File: src/rtl/adc_pkg.sv
// Shared constants and FSM state type for the ADC moving-average path.
package adc_pkg;

    localparam int unsigned ADC_DATA_W   = 12;
    localparam int unsigned ADC_MIDSCALE = 2048;

    typedef enum logic [0:0] {
        FILL = 1'b0,
        RUN  = 1'b1
    } avg_state_e;

endpackage

File: src/rtl/adc_avg_ring.sv
// Circular sample buffer: DEPTH entries, write pointer, combinational read of the oldest entry.
module adc_avg_ring #(
    parameter int unsigned DATA_W     = 12,
    parameter int unsigned LOG2_DEPTH = 3
) (
    input  logic              clk,
    input  logic              flush,
    input  logic              wr_en,
    input  logic [DATA_W-1:0] wr_data,
    output logic [DATA_W-1:0] oldest
);

    localparam int unsigned DEPTH = 1 << LOG2_DEPTH;

    logic [DATA_W-1:0]     entries [DEPTH];
    logic [LOG2_DEPTH-1:0] wr_ptr;

    always_ff @(posedge clk) begin
        if (flush) begin
            for (int i = 0; i < DEPTH; i++) begin
                entries[i] <= '0;
            end
            wr_ptr <= '0;
        end else if (wr_en) begin
            entries[wr_ptr] <= wr_data;
            wr_ptr          <= wr_ptr + LOG2_DEPTH'(1);
        end
    end

    // The slot about to be overwritten holds the sample leaving the window (0 while filling).
    assign oldest = entries[wr_ptr];

endmodule

File: src/rtl/adc_moving_average.sv
// Boxcar moving-average filter for the 12-bit ADC sample stream.
// Define ADC_AVG_DEVIATION_EN to add registered DEV_MAG/DEV_RIGHT outputs.
module adc_moving_average
    import adc_pkg::*;
#(
    parameter int unsigned DATA_W     = ADC_DATA_W,
    parameter int unsigned LOG2_DEPTH = 3
) (
    input  logic              CLOCK_50,
    input  logic              RESET,
    input  logic              CLEAR,
    input  logic [DATA_W-1:0] SAMPLE,
    input  logic              SAMPLE_VALID,
    output logic [DATA_W-1:0] AVG,
    output logic              AVG_VALID,
    output logic              FILLED
`ifdef ADC_AVG_DEVIATION_EN
    ,
    output logic [DATA_W-2:0] DEV_MAG,
    output logic              DEV_RIGHT
`endif
);

    localparam int unsigned SUM_W = DATA_W + LOG2_DEPTH;

    logic                  flush;
    logic                  accept;
    logic [DATA_W-1:0]     oldest;
    logic [SUM_W-1:0]      sum;
    logic [SUM_W-1:0]      next_sum;
    logic [SUM_W-1:0]      next_sum_shr;
    logic [DATA_W-1:0]     next_avg;
    logic [LOG2_DEPTH-1:0] fill_cnt;
    avg_state_e            state;

    assign flush  = RESET || CLEAR;
    assign accept = SAMPLE_VALID && !flush;

    adc_avg_ring #(
        .DATA_W     (DATA_W),
        .LOG2_DEPTH (LOG2_DEPTH)
    ) u_ring (
        .clk     (CLOCK_50),
        .flush   (flush),
        .wr_en   (accept),
        .wr_data (SAMPLE),
        .oldest  (oldest)
    );

    assign next_sum     = sum + SUM_W'(SAMPLE) - SUM_W'(oldest);
    assign next_sum_shr = next_sum >> LOG2_DEPTH;
    assign next_avg     = next_sum_shr[DATA_W-1:0];

`ifdef ADC_AVG_DEVIATION_EN
    localparam logic [DATA_W-1:0] MID = DATA_W'(1) << (DATA_W - 1);

    logic [DATA_W-1:0] dev_full;
    logic [DATA_W-2:0] next_dev_mag;
    logic              next_dev_right;

    always_comb begin
        next_dev_right = next_avg > MID;
        dev_full       = next_dev_right ? (next_avg - MID) : (MID - next_avg);
        // Only AVG == 0 reaches a full midscale distance; clamp it to the largest magnitude.
        next_dev_mag   = dev_full[DATA_W-1] ? '1 : dev_full[DATA_W-2:0];
    end

    always_ff @(posedge CLOCK_50) begin
        if (flush) begin
            DEV_MAG   <= '0;
            DEV_RIGHT <= 1'b0;
        end else if (accept) begin
            DEV_MAG   <= next_dev_mag;
            DEV_RIGHT <= next_dev_right;
        end
    end
`endif

    always_ff @(posedge CLOCK_50) begin
        if (flush) begin
            sum       <= '0;
            fill_cnt  <= '0;
            AVG       <= '0;
            AVG_VALID <= 1'b0;
            FILLED    <= 1'b0;
            state     <= FILL;
        end else begin
            AVG_VALID <= 1'b0;
            if (accept) begin
                sum <= next_sum;
                AVG <= next_avg;
                unique case (state)
                    FILL: begin
                        fill_cnt <= fill_cnt + LOG2_DEPTH'(1);
                        if (fill_cnt == {LOG2_DEPTH{1'b1}}) begin
                            state     <= RUN;
                            FILLED    <= 1'b1;
                            AVG_VALID <= 1'b1;
                        end
                    end
                    RUN: begin
                        AVG_VALID <= 1'b1;
                    end
                    default: state <= FILL;
                endcase
            end
        end
    end

endmodule

File: config.mk
export PLATFORM = sky130hd
export DESIGN_NAME = adc_moving_average
export DESIGN_NICKNAME = d
export VERILOG_FILES = /design/src/rtl/adc_pkg.sv /design/src/rtl/adc_avg_ring.sv /design/src/rtl/adc_moving_average.sv
export SDC_FILE = /design/constraint.sdc
export NUM_CORES = 1
export LEC_CHECK = 0
export ABC_AREA = 1
export CAP_MARGIN = 40
export CORE_MARGIN = 2
export CORE_UTILIZATION = 55
export DETAILED_ROUTE_END_ITERATION = 10
export HOLD_SLACK_MARGIN = 0.1
export PLACE_DENSITY = 0.8
export SETUP_SLACK_MARGIN = 0.3
export SLEW_MARGIN = 15
export SYNTH_ARGS = -nofsm -noshare
export SYNTH_HDL_FRONTEND = slang
export SYNTH_SLANG_ARGS = --single-unit
File: constraint.sdc
create_clock -name CLOCK_50 -period 6.7 [get_ports CLOCK_50]
set_clock_uncertainty 0.15 [all_clocks]
set_input_delay 0.67 -clock CLOCK_50 [delete_from_list [all_inputs] [get_ports CLOCK_50]]
set_output_delay 0.67 -clock CLOCK_50 [all_outputs]
set_load 0.005 [all_outputs]
==> metrics.csv, run 1 <==
metric,value,unit
area_delta_synth_final,12.2,%
place_hpwl,10.7,mm
setup_viol,0,
hold_buffers,0,
ys.flop_type,edfxtp_1,
cts-root-buf,clkbuf_16,
antenna_found_initial,0,
holdPathEnd,FILLED,
grt_pass1_wl,25.5,mm
hold_depth,2,
place_ws,2.75,ns
clock-sinks,123,
antenna_cells,0,
cp.arrival,4.33,ns
avgSynthCellArea,8.86,sq um
start_util,55.9,%
portBuffers,29,
fp.dieW,114,um
slew_headroom,56.5,%
vias,5210,
drc_errors,0,
dieArea,13000,sq um
yosysTopAreaCellShare,43.3,%
cts_buffer_depth,2,
yosysTopAreaCell,edfxtp_1,
hold-worst-slack,0.310,ns
post-cts-setup-buffer-count,0,
ir_drop,0.000188,V
cts_buffers,17,
critPathSlowestCell,inv_1,
final_nets,808,
rows,40,
leakage,3.48,nW
critPathMaxFanout,49,
clk_latency,0.42,ns
htree_levels,4,
grt_overflow,0,
dpl_cell_area,6890,sq um
cts_tree,done,
cts_resized,0,
cpMostUsedCell,nand2_1,
period_needed,4.17,ns
holdCritStartpoint,FILLED,
postSynthCellCount,752,
path_cells,buf_4 -> inv_1 -> buf_4 -> nor2_1 -> o32ai_1 -> nand2_1 -> nand2_1 -> fa_1 -> inv_1 -> ha_1 -> nand2_1 -> inv_1 -> a21oi_1 -> nand3_1 -> nand2_1 -> nand3_1 -> nand2_1 -> inv_1,
clk_pin_slew,0.06,ns
setup_slack,2.53,ns
n_fill_cell,912,
r2r_end,AVG[8],
crit_type,reg2reg,
cpPeakStageDelay,0.55,ns
seq_area,3420,sq um
drive_gt1_share,6.97,%
die_h,114,um
setup_tns,0,ns
outcome,finished clean,
grt_max_degree,50,
syn_nets,798,
drv_slew,0,
powerDensity,290,nW/um^2
drtIter0Drc,660,
async_reset_ff_share,0,%
reg2reg_slack,2.53,ns
fin_crit_sh,62.2,%
grt_pass1_vias,5179,
synthDistinctLibCells,30,
final_area,7480,sq um
critical-path-top-delay-family,buffers and inverters,
worstSetupEndpointType,register,
detail_route.wl_per_cell,16.9,um
critPathBufInv,6,
rr_worst_depth,18,
maxCapViolations,0,
yosys-top-cells-area,"edfxtp_1 (43%), nor2_1 (11%), dfxtp_1 (8.1%)",
ys_seq_area_share,51.4,%
syn_area,6660,sq um
synth_edf_count,96,
first_pass_iters,6,
critPathRequiredTime,6.87,ns
via_per_inst,5.65,
ys_warn_count,0,
min_path_type,reg2reg,
ys_seq_elements,123,
worstMarginPinSlew,0.652,ns
cp-start-kind,register,
grt_usage,25.6,%
fmax,240,MHz
multiInputGateArea,2530,sq um
hold_viol_final,0,
ant_nets,0,
core,11900,sq um
place.gp.congestion,0.943,
rsz0062_at_grt,no,
io_pins,30,
routed_wl,15.6,mm
cell type report:
cell class | instances | area share [%]
Sequential cell | 123 | 45.8
Multi-Input combinational cell | 476 | 33.8
Inverter | 111 | 5.71
Clock buffer | 17 | 5.69
Timing Repair Buffer | 33 | 4.33
Tap cell | 147 | 2.46
Clock inverter | 15 | 2.21
kinds of logic after synthesis:
logic type               count (synthesis)  share of synthesized area (%)
buffers and inverters                  153                           10.7
adder cells (fa/ha/maj)                 30                           6.98
AO/OA/AOI/OAI                           76                           7.21
XOR/XNOR                                 6                          0.789
AND/OR/NAND/NOR                        364                           23.0
flip-flops                             123                           51.4
metal layers:
| metal | GRT usage [%] | wire length (um) |
|---|---|---|
| met1 | 33.2 | 6370 |
| met2 | 41.3 | 7510 |
| met3 | 5.24 | 1280 |
| met4 | 12.4 | 397 |
| met5 | 0 | 0 |
cell usage after synthesis (4+ instances only):
cell,number
a21oi_1,16
buf_1,4
buf_2,8
buf_4,13
buf_6,9
clkbuf_1,8
clkinv_1,11
dfxtp_1,27
edfxtp_1,96
fa_1,12
ha_1,18
inv_1,97
nand2_1,127
nand2_4,8
nand3_1,29
nor2_1,188
o21ai_0,31
o32ai_1,24
xnor2_1,4
through the flow:
step	util [%]	total power [mW]	std cells
finish	62.8	2.17	922
global route	62.8	2.26	922
CTS	62.8	2.17	922
detailed placement	57.8	1.27	890
global placement	57.7	1.26	889
floorplan	-	1.17	752
where the power goes:
part	internal [mW]	switching, mW	leakage [nW]
sequential	0.857	0.0168	1.29
clock	0.553	0.351	0.284
combinational	0.142	0.253	1.91
how the worst max path moves through the flow:
stage                     startpoint      to  slack (ns)  cells after the start
after floorplan             register  AVG[5]        3.87                     15
after global placement      register  AVG[9]        2.81                     18
after detailed placement    register  AVG[9]        2.75                     18
after CTS                   register  AVG[8]        2.63                     18
after global routing        register  AVG[8]        2.33                     18
final                       register  AVG[8]        2.53                     18
layout by cell type (no fill, tap or decap), types with 11 or more instances in the layout:
cell             synthesis  final
a21oi_1                 16     16
clkbuf_16                0     17
clkdlybuf4s50_1          0     29
clkinv_1                11     11
dfxtp_1                 27     27
edfxtp_1                96     96
fa_1                    12     12
ha_1                    18     18
inv_1                   97     97
nand2_1                127    127
nand3_1                 29     29
nor2_1                 188    188
o21ai_0                 31     31
o32ai_1                 24     24
worst reg2reg max path, delay by kind of cell, from the launching register on:
family / cells / cell delay [ns]
buffers and inverters: 6 / 1.45
AO/OA/AOI/OAI: 2 / 0.59
adder cells (fa/ha/maj): 2 / 0.70
flip-flops: 1 / 0.30
AND/OR/NAND/NOR: 8 / 0.88
registers in the layout, indices dropped and copies added (netlist names), named ones only:
| signal | count |
|---|---|
| u_ring.wr_ptr | 3 |
| u_ring.entries | 96 |
| AVG_VALID | 1 |
| FILLED | 1 |
| state | 1 |
| AVG | 12 |
| fill_cnt | 3 |
| sum | 3 |
No activity file was read; power rests on OpenSTA's default activity.
==> run 2: changes to the inputs <==
clock period = 3.85 ns   (was 6.7 ns; I/O delays follow)
==> run 2 against run 1 <==
Die area is the same; worst setup slack got worse by 2.0 ns; wire length up 0.19%; first-iteration DRC count fell by 10%; core utilization increased by 0.61 points; via count decreased by 1.6%; total power grew 74%; critical path depth is 3 lower; count of clock-buffer cells in the layout grew 1; non-clock buffer count up 11; largest cell class unchanged; highest routed layer unchanged.
==> metrics.csv, run 2 (synthesis gave the netlist of run 1 again) <==
metric,value,unit,change
maxCapViolations,0,,unchanged
rsz0062_at_grt,no,,
clk_latency,0.41,ns,about the same
largest-register,u_ring.entries,,
dieArea,13000,sq um,unchanged
cts_buffers,17,,unchanged
setup_viol,0,,unchanged
place_hpwl,10.5,mm,-1.8%
fp.dieW,114,um,unchanged
clock-sinks,123,,unchanged
worstMarginPinSlew,0.657,ns,+0.00524 ns
core,11900,sq um,unchanged
r2r_end,AVG[11],,
powerDensity,500,nW/um^2,+72%
setup_tns,0,ns,unchanged
final_common_cell,nor2_1,,
die_h,114,um,unchanged
largest_reg_flops,96,,unchanged
grt_usage,25.3,%,-0.27 points
final_nets,819,,+1.4%
rr_worst_depth,15,,-3
cts_buffer_depth,2,,unchanged
area_delta_synth_final,13.3,%,
place.gp.congestion,0.916,,-2.9%
critPathRequiredTime,4.01,ns,-2.86 ns
ir_drop,0.000294,V,+57%
critPathMaxFanout,48,,-2.0%
via_per_inst,5.50,,-2.6%
start_util,55.9,%,unchanged
leakage,3.53,nW,+1.3%
cp.arrival,3.45,ns,-0.88 ns
antenna_found_initial,0,,unchanged
grt_pass1_wl,24.8,mm,-2.5%
crit_type,reg2reg,,
hold_depth,2,,unchanged
grt_pass1_vias,5034,,-2.8%
hold-worst-slack,0.330,ns,+0.0202 ns
cts_tree,done,,
slew_headroom,56.1,%,-0.41 points
period_needed,3.29,ns,-0.871 ns
routed_wl,15.6,mm,+0.19%
hold_buffers,0,,unchanged
io_pins,30,,unchanged
first_pass_iters,6,,unchanged
portBuffers,29,,unchanged
clk_pin_slew,0.05,ns,about the same
htree_levels,4,,unchanged
outcome,finished clean,,
cts-root-buf,clkbuf_16,,
holdCritStartpoint,fill_cnt[2],,
grt_max_degree,49,,-2.0%
worstSetupEndpointType,register,,
place_inst,901,,+1.2%
drtIter0Drc,593,,-10%
drive_gt1_share,7.64,%,+0.68 points
drv_slew,0,,unchanged
rows,40,,unchanged
holdPathEnd,fill_cnt[2],,
detail_route.wl_per_cell,16.7,um,-0.89%
hold_viol_final,0,,unchanged
most-common-layout-cells,"nor2_1 (188), nand2_1 (127), inv_1 (97)",,
cp-start-kind,register,,
vias,5128,,-1.6%
top_regs,"u_ring.entries: 96 flops, AVG: 12 flops",,
min_path_type,reg2reg,,
fmax,304,MHz,+26%
grt_overflow,0,,unchanged
drc_errors,0,,unchanged
final_util,63.4,%,+0.61 points
ant_nets,0,,unchanged
antenna_cells,0,,unchanged
post-cts-setup-buffer-count,0,,unchanged
layout.cells.non_filler,932,,+1.1%
fin_crit_sh,85.6,%,+23 points
reg2reg_slack,0.56,ns,-1.98 ns
==> run 2: layout make-up <==
| cell class | instances | area (sq um) |
|---|---|---|
| repair buffers | 44 | 407 |
| clock buffers | 18 | 429 |
| well taps | 147 | 184 |
| inverters | 111 | 427 |
| multi-input cells | 476 | 2530 |
| fillers | 932 | 4360 |
| flip-flops and latches | 123 | 3420 |
| clock inverters | 13 | 151 |
==> run 2: what timing repair did <==
item	in CTS	in global routing
endpoints found under the setup margin	0	1
gates resized for setup	0	1
endpoints found under the hold margin	0	0
==> run 2: power breakdown <==
group / internal, mW / switching (mW)
clock: 1.01 / 0.569
sequential: 1.49 / 0.0264
combinational: 0.251 / 0.429
total: 2.75 / 1.02
==> run 2: worst max-delay path, stage by stage (launching register included) <==
cell and delay [ns]:
dfxtp_1 0.30, buf_4 0.41, o21ai_0 0.22, o32ai_1 0.19
nand2_1 0.14, nand2_1 0.11, fa_1 0.46, fa_1 0.49
inv_1 0.09, nand2_1 0.10, nand3_1 0.14, nand2_1 0.11
nand3_1 0.10, nand3_1 0.07, nand2_1 0.07, inv_1 0.04
==> run 2: worst max path at each step <==
stage,start,to,depth (start not counted)
2_1_floorplan,register,AVG[5],15
3_3_place_gp,SAMPLE[4],AVG[11],15
3_5_place_dp,register,AVG[11],19
4_1_cts,register,AVG[11],19
5_1_grt,register,AVG[11],18
6_report,register,AVG[11],15
==> run 2: metal layers <==
layer / vias up / part of all wire [%] / global-route usage, % / wire (um)
met5: - / 0 / 0 / 0
met4: 0 / 1.8 / 9.27 / 276
met3: 28 / 7.3 / 6.03 / 1140
met2: 254 / 51 / 43.5 / 7930
met1: 2394 / 40 / 31.3 / 6240
li1: 2452 / - / - / -
==> run 2: per-stage QoR <==
stage / power [mW] / area, sq um / worst slack [ns]
floorplan: 2.04 / 6660 / 1.02
global placement: 2.19 / 6970 / 0.642
detailed placement: 2.21 / 6970 / 0.563
CTS: 3.77 / 7550 / 0.537
global route: 3.94 / 7550 / 0.331
finish: 3.77 / 7550 / 0.556
==> run 3: changes to the inputs <==
PLACE_DENSITY = 0.82   (was 0.8)
clock period = 3 ns   (was 3.85 ns; I/O delays follow)
==> run 3 against run 2 <==
The flow now finishes with violations (negative setup slack); worst setup slack worse by 0.61 ns; design area rose by 11%; non-clock buffer count grew 28; core utilization increased by 6.8 points; via count up 11%.
==> metrics.csv, run 3 (synthesis gave the netlist of run 1 again) <==
metric,value,unit,change
outcome,finished with violations,,
violations,negative setup slack,,
setup_slack,-0.0539,ns,-0.610 ns
place_ws,-0.0494,ns,-0.612 ns
fp.dieW,114,um,unchanged
setup.worst_path.end,AVG[5],,
htree_levels,4,,unchanged
via_per_inst,5.94,,+7.9%
min_path_type,reg2reg,,
ant_nets,0,,unchanged
crit_type,reg2reg,,
worstMarginPinSlew,0.491,ns,-0.166 ns
largest_reg_flops,96,,unchanged
fmax,327,MHz,+7.9%
io_pins,30,,unchanged
ir_drop,0.000322,V,+9.3%
cpMostUsedCell,nand2_1,,
worstSetupEndpointType,register,,
top_regs,"u_ring.entries: 96 flops, AVG: 12 flops",,
clk_pin_slew,0.06,ns,about the same
rows,40,,unchanged
combPwrFrac,24.0,%,+6.0 points
path_cells,buf_12 -> clkbuf_16 -> nor2_1 -> o32ai_2 -> nand2_1 -> nand2_1 -> fa_1 -> inv_1 -> ha_4 -> nand3_2 -> nand3_2 -> nand2_1 -> nand3_1 -> or2_2 -> nand3_1 -> nand2_1,,
powerDensity,636,nW/um^2,+27%
final_nets,847,,+3.4%
cp_num_cells,16,,+1
fin_crit_sh,102,%,+16 points
cp-start-kind,register,,
drc_errors,0,,unchanged
cts_tree,done,,
largest-register,u_ring.entries,,
slew_headroom,67.2,%,+11 points
swShare,29.5,%,+2.4 points
critPathBufInv,3,,unchanged
first_pass_iters,7,,+1
drive_gt1_share,20.9,%,+13 points
cpPeakStageDelay,0.43,ns,-0.06 ns
vias,5693,,+11%
die_h,114,um,unchanged
leakage,3.81,nW,+8.0%
place.gp.congestion,0.917,,+0.15%
start_util,55.9,%,unchanged
setup_viol,2,,+2
most-common-layout-cells,"nor2_1 (179), nand2_1 (107), edfxtp_1 (96)",,
maxCapViolations,0,,unchanged
critPathRequiredTime,3.17,ns,-0.84 ns
portBuffers,29,,unchanged
period_needed,3.05,ns,-0.240 ns
seqPwrFrac,36.6,%,-3.6 points
clock-sinks,123,,unchanged
final_common_cell,nor2_1,,
area_delta_synth_final,25.6,%,
hold_viol_final,0,,unchanged
critPathMaxFanout,6,,-88%
p_sw,1.57,mW,+53%
p_int,3.75,mW,+37%
routed_wl,19.5,mm,+25%
cts_buffers,17,,unchanged
detail_route.wl_per_cell,20.4,um,+22%
critPathSlowestCell,dfxtp_4,,
reg2reg_slack,-0.05,ns,-0.61 ns
grt_max_degree,49,,unchanged
antenna_cells,0,,unchanged
layout.cells.non_filler,959,,+2.9%
antenna_found_initial,0,,unchanged
place_hpwl,11.0,mm,+5.2%
drtIter0Drc,817,,+38%
rsz0062_at_grt,yes,,
core,11900,sq um,unchanged
cts_buffer_depth,2,,unchanged
clk_latency,0.42,ns,about the same
grt_pass1_wl,29.1,mm,+17%
cts-root-buf,clkbuf_16,,
dieArea,13000,sq um,unchanged
drv_slew,0,,unchanged
critical-path-top-delay-family,simple AND/OR/NAND/NOR gates,,
grt_usage,29.8,%,+4.5 points
r2r_end,AVG[5],,
rr_worst_depth,16,,+1
pwr-share-clk,39.3,%,-2.4 points
place_inst,921,,+2.2%
grt_overflow,0,,unchanged
grt_pass1_vias,5603,,+11%
cp.arrival,3.22,ns,-0.23 ns
## run 3: cell types whose count changed in the layout (fill, tap and decap cells not counted), moves of 7 or more
cell	change
buf_4	+16
ha_1	-9
ha_4	+9
inv_1	-7
nand2_1	-20
nand2_2	+19
nor2_1	-9
nor2_2	+7
o21ai_0	-14
o21ai_1	+9
o32ai_1	-13
o32ai_2	+13
## run 3: layout make-up
cell class                      instances  area, sq um
Fill cell                             772         3540
Clock buffer                           17          425
Clock inverter                         13          168
Inverter                              111          432
Sequential cell                       123         3430
Timing Repair Buffer                   72          791
Tap cell                              147          184
Multi-Input combinational cell        476         2940
## run 3: worst reg2reg max path, cell delays in order, from the launching register on
cell       delay, ns
dfxtp_4         0.43
buf_12          0.14
clkbuf_16       0.15
nor2_1          0.06
o32ai_2         0.26
nand2_1         0.10
nand2_1         0.11
fa_1            0.43
inv_1           0.11
ha_4            0.23
nand3_2         0.10
nand3_2         0.11
nand2_1         0.08
nand3_1         0.09
or2_2           0.29
nand3_1         0.08
nand2_1         0.05
## run 3: through the flow
step           instance area [sq um]  setup TNS, ns  util, %  power, mW  hold WS [ns]
6_report                        8370        -0.0706     70.2       5.32         0.305
3_5_place_dp                    7300        -0.0567     61.3       3.00         0.298
4_1_cts                         8190              0     68.8       5.18         0.306
3_3_place_gp                    7300              0     61.3       2.97         0.291
2_1_floorplan                   6790              0        -       2.69         0.292
5_1_grt                         8370         -0.864     70.2       5.49         0.334
## run 3: metal layers
metal  routed length, um  track usage, %  share of wire [%]
met5                   0               0                  0
met4                 937            16.4                4.8
met3                1980            4.82                 10
met2                9720            50.6                 50
met1                6890            36.6                 35
## run 3: what timing repair did
action	4_1_cts	5_1_grt
setup endpoints to repair	12	14
resized for setup	67	27
pin swaps	14	3
gates cloned	3	2
hold buffers	0	0
buffers inserted	1	2
endpoints found under the hold margin	0	0
## run 3: worst min path at each step
stage,startpoint,to,cells past startpoint
final,FILLED,FILLED,2
after floorplan,fill_cnt[0],fill_cnt[0],1
after CTS,FILLED,FILLED,2
after detailed placement,FILLED,FILLED,2
after global placement,FILLED,FILLED,2
after global routing,FILLED,FILLED,2
## run 3: power by group through the flow
stage          logic (mW)  registers, mW  clock network, mW
2_1_floorplan       0.719           1.97                  0
3_3_place_gp        0.991           1.98                  0
3_5_place_dp         1.02           1.98                  0
4_1_cts              1.14           1.95               2.09
5_1_grt              1.39           1.96               2.14
6_report             1.28           1.95               2.09
==> RTL edit, RTL diff (flow settings as in run 2) <==
Add a define of `ADC_AVG_DEVIATION_EN`.
--- a/src/rtl/adc_moving_average.sv
+++ b/src/rtl/adc_moving_average.sv
@@ -1,4 +1,6 @@
 // Boxcar moving-average filter for the 12-bit ADC sample stream.
 // Define ADC_AVG_DEVIATION_EN to add registered DEV_MAG/DEV_RIGHT outputs.
+`define ADC_AVG_DEVIATION_EN
+
 module adc_moving_average
     import adc_pkg::*;
Check against the original RTL (old outputs only; new: DEV_MAG and DEV_RIGHT): equivalent (equiv_simple and equiv_induct, registers matched by name and starting in step).
==> RTL edit against run 2 <==
- sequential share of layout area is 7.7 points lower
- the flow now finishes with violations (negative setup slack)
- highest routed layer unchanged
- sequential cell count is 12 higher
- critical endpoint is now DEV_MAG[8]
- synthesized area increased by 12%
- routed wire length is 51% higher
- via count is 38% higher
- worst hold slack lost 0.026 ns
- final area is 29% higher
- worst setup slack got worse by 0.68 ns
Power is not compared: it rests on default switching activity, and its combinational part moved more than twofold at a synthesized area within 25%.
==> RTL edit: results (changes against run 2) <==
stage;metric;value;unit;change
run_status;status;complete, but fails checks;;
run_status;violated checks;negative setup slack;;
placement;Placed Instances;1122;;+25%
min_path;Min-Delay Path Class;reg -> reg;;
synthesis;Post-synth EDFFs;96;;unchanged
worst_setup_path;crit-path max FO;8;;-83%
drt;initial DRC count;882;;+49%
synthesis;number of distinct library cells after synthesis;30;;unchanged
clock_tree;Clock Pin Slew Worst Setup and Hold Paths;0.07;ns;+0.02 ns
sta;final setup fails;9;;+9
grt;GRT met2 Usage;44.8;%;+1.4 points
synthesis;Avg Cell Area, Syn;8.07;um^2;-9.0%
placement;area of placed instances;0.00812;mm^2;+17%
synthesis;Commonest cells post-synth;222 x nor2_1, 159 x nand2_1, 103 x inv_1;;
placement;number of port buffers;41;;+41%
cells_and_area;fin nets;1049;;+28%
drt;DR WL/cell;19.7;um;+18%
grt;initial antenna violation count;0;;unchanged
grt;Tot GR Track Use;28.7;%;+3.3 points
cells_and_area;final core occ;73.6;%;+10 points
sta;Sum Neg Setup Slack;-0.669;ns;-0.669 ns
synthesis;synth warn;0;;unchanged
drt;Metal-1 WL;8490;um;+36%
synthesis;ranking of synthesized cells by area;edfxtp_1 39%, nor2_1 11%, dfxtp_1 10%;;
cells_and_area;Fill cells;868;;-6.9%
worst_setup_path;delay-heaviest family, CP;simple AND/OR/NAND/NOR gates;;
cells_and_area;max reg flops;96;;unchanged
clock_tree;CTS Root Cell;clkbuf_16;;
synthesis;ys flop type;edfxtp_1;;
placement;GPL Wtd Cong;0.951;;+3.8%
placement;Final HPWL DP;13000;um;+24%
synthesis;FFs w/ async S/R, synth;0;%;unchanged
sta;Setup WS post-layout;-0.120;ns;-0.676 ns
grt;GR Layer Usage met3;6.75;%;+0.71 points
synthesis;post-synth top area cell;edfxtp_1;;
clock_tree;clk buf depth;2;;unchanged
worst_setup_path;critical path arrival;4.14;ns;+0.69 ns
sta;worst-margin pin slew;0.690;ns;+0.0330 ns
cells_and_area;Top Registers;u_ring.entries: 96 flops, AVG: 12 flops, DEV_MAG: 11 flops;;
cells_and_area;Biggest register;u_ring.entries;;
worst_setup_path;slowest stage delay, CP;0.51;ns;+0.02 ns
grt;largest net degree at the start of global routing;35;;-29%
drt;DR WL met3;2410;um;+110%
grt;vias in the first global route;6546;;+30%
clock_tree;Clock Latency Late Sink;0.44;ns;+0.03 ns
cells_and_area;layout cells sized above 1;25.1;%;+18 points
drt;Met2 Wirelength;10900;um;+38%
drt;via count;7080;;+38%
synthesis;Synthesized Nets;971;;+22%
grt;first-pass GRT wire length;31900;um;+28%
grt;M1 GR Usage;36.1;%;+4.8 points
drt;wirelength, routed;23500;um;+51%
synthesis;post-synthesis sequential area ratio;49.1;%;-2.2 points
RTL edit: path summary, 6_finish.rpt:
kind | start | endpoint | slack (ns) | depth (start not counted)
worst max-delay path | register | DEV_MAG[8] | -0.12 | 22
worst min-delay path | FILLED | FILLED | 0.30 | 2
worst max register to register | register | DEV_MAG[8] | -0.12 | 22
worst min register to register | FILLED | FILLED | 0.30 | 2
RTL edit: timing repair:
action	4_1_cts	5_1_grt
endpoints found under the setup margin	13	14
gates resized for setup	69	120
pin swaps	22	69
buffers inserted	16	18
hold buffers	0	0
cloned	2	1
RTL edit: cell type report:
class                      count  area share (%)
clock buffer                  18            4.41
inverter                     117            4.66
tap                          176            2.26
multi-input combinational    627            38.8
timing repair buffer         104            10.4
sequential                   135            37.7
clock inverter                13            1.79
RTL edit: worst min-delay path: stages (launching register included):
cell and delay (ns):
dfxtp_1 0.31, inv_1 0.05, a21oi_1 0.05
RTL edit: metrics by stage:
step | total power [uW] | worst slack, ns | hold slack (ns)
6_report | 5560 | -0.120 | 0.304
5_1_grt | 5740 | -0.274 | 0.341
4_1_cts | 4970 | 0.156 | 0.309
3_5_place_dp | 3050 | -0.0209 | 0.295
3_3_place_gp | 3030 | -0.0333 | 0.295
2_1_floorplan | 2680 | 0.319 | 0.293
RTL edit: report_power, final:
part           switching (uW)  internal (uW)
clock                     670           1030
combinational            1370            827
sequential               39.6           1620
total                    2080           3480
RTL edit: logic make-up after synthesis:
| family | after synthesis | share of synthesized area (%) |
|---|---|---|
| AO/OA/AOI/OAI | 114 | 8.22 |
| XOR/XNOR | 8 | 0.940 |
| adder cells (fa/ha/maj) | 31 | 6.41 |
| buffers and inverters | 162 | 8.78 |
| flip-flops | 135 | 49.1 |
| AND/OR/NAND/NOR | 474 | 26.5 |
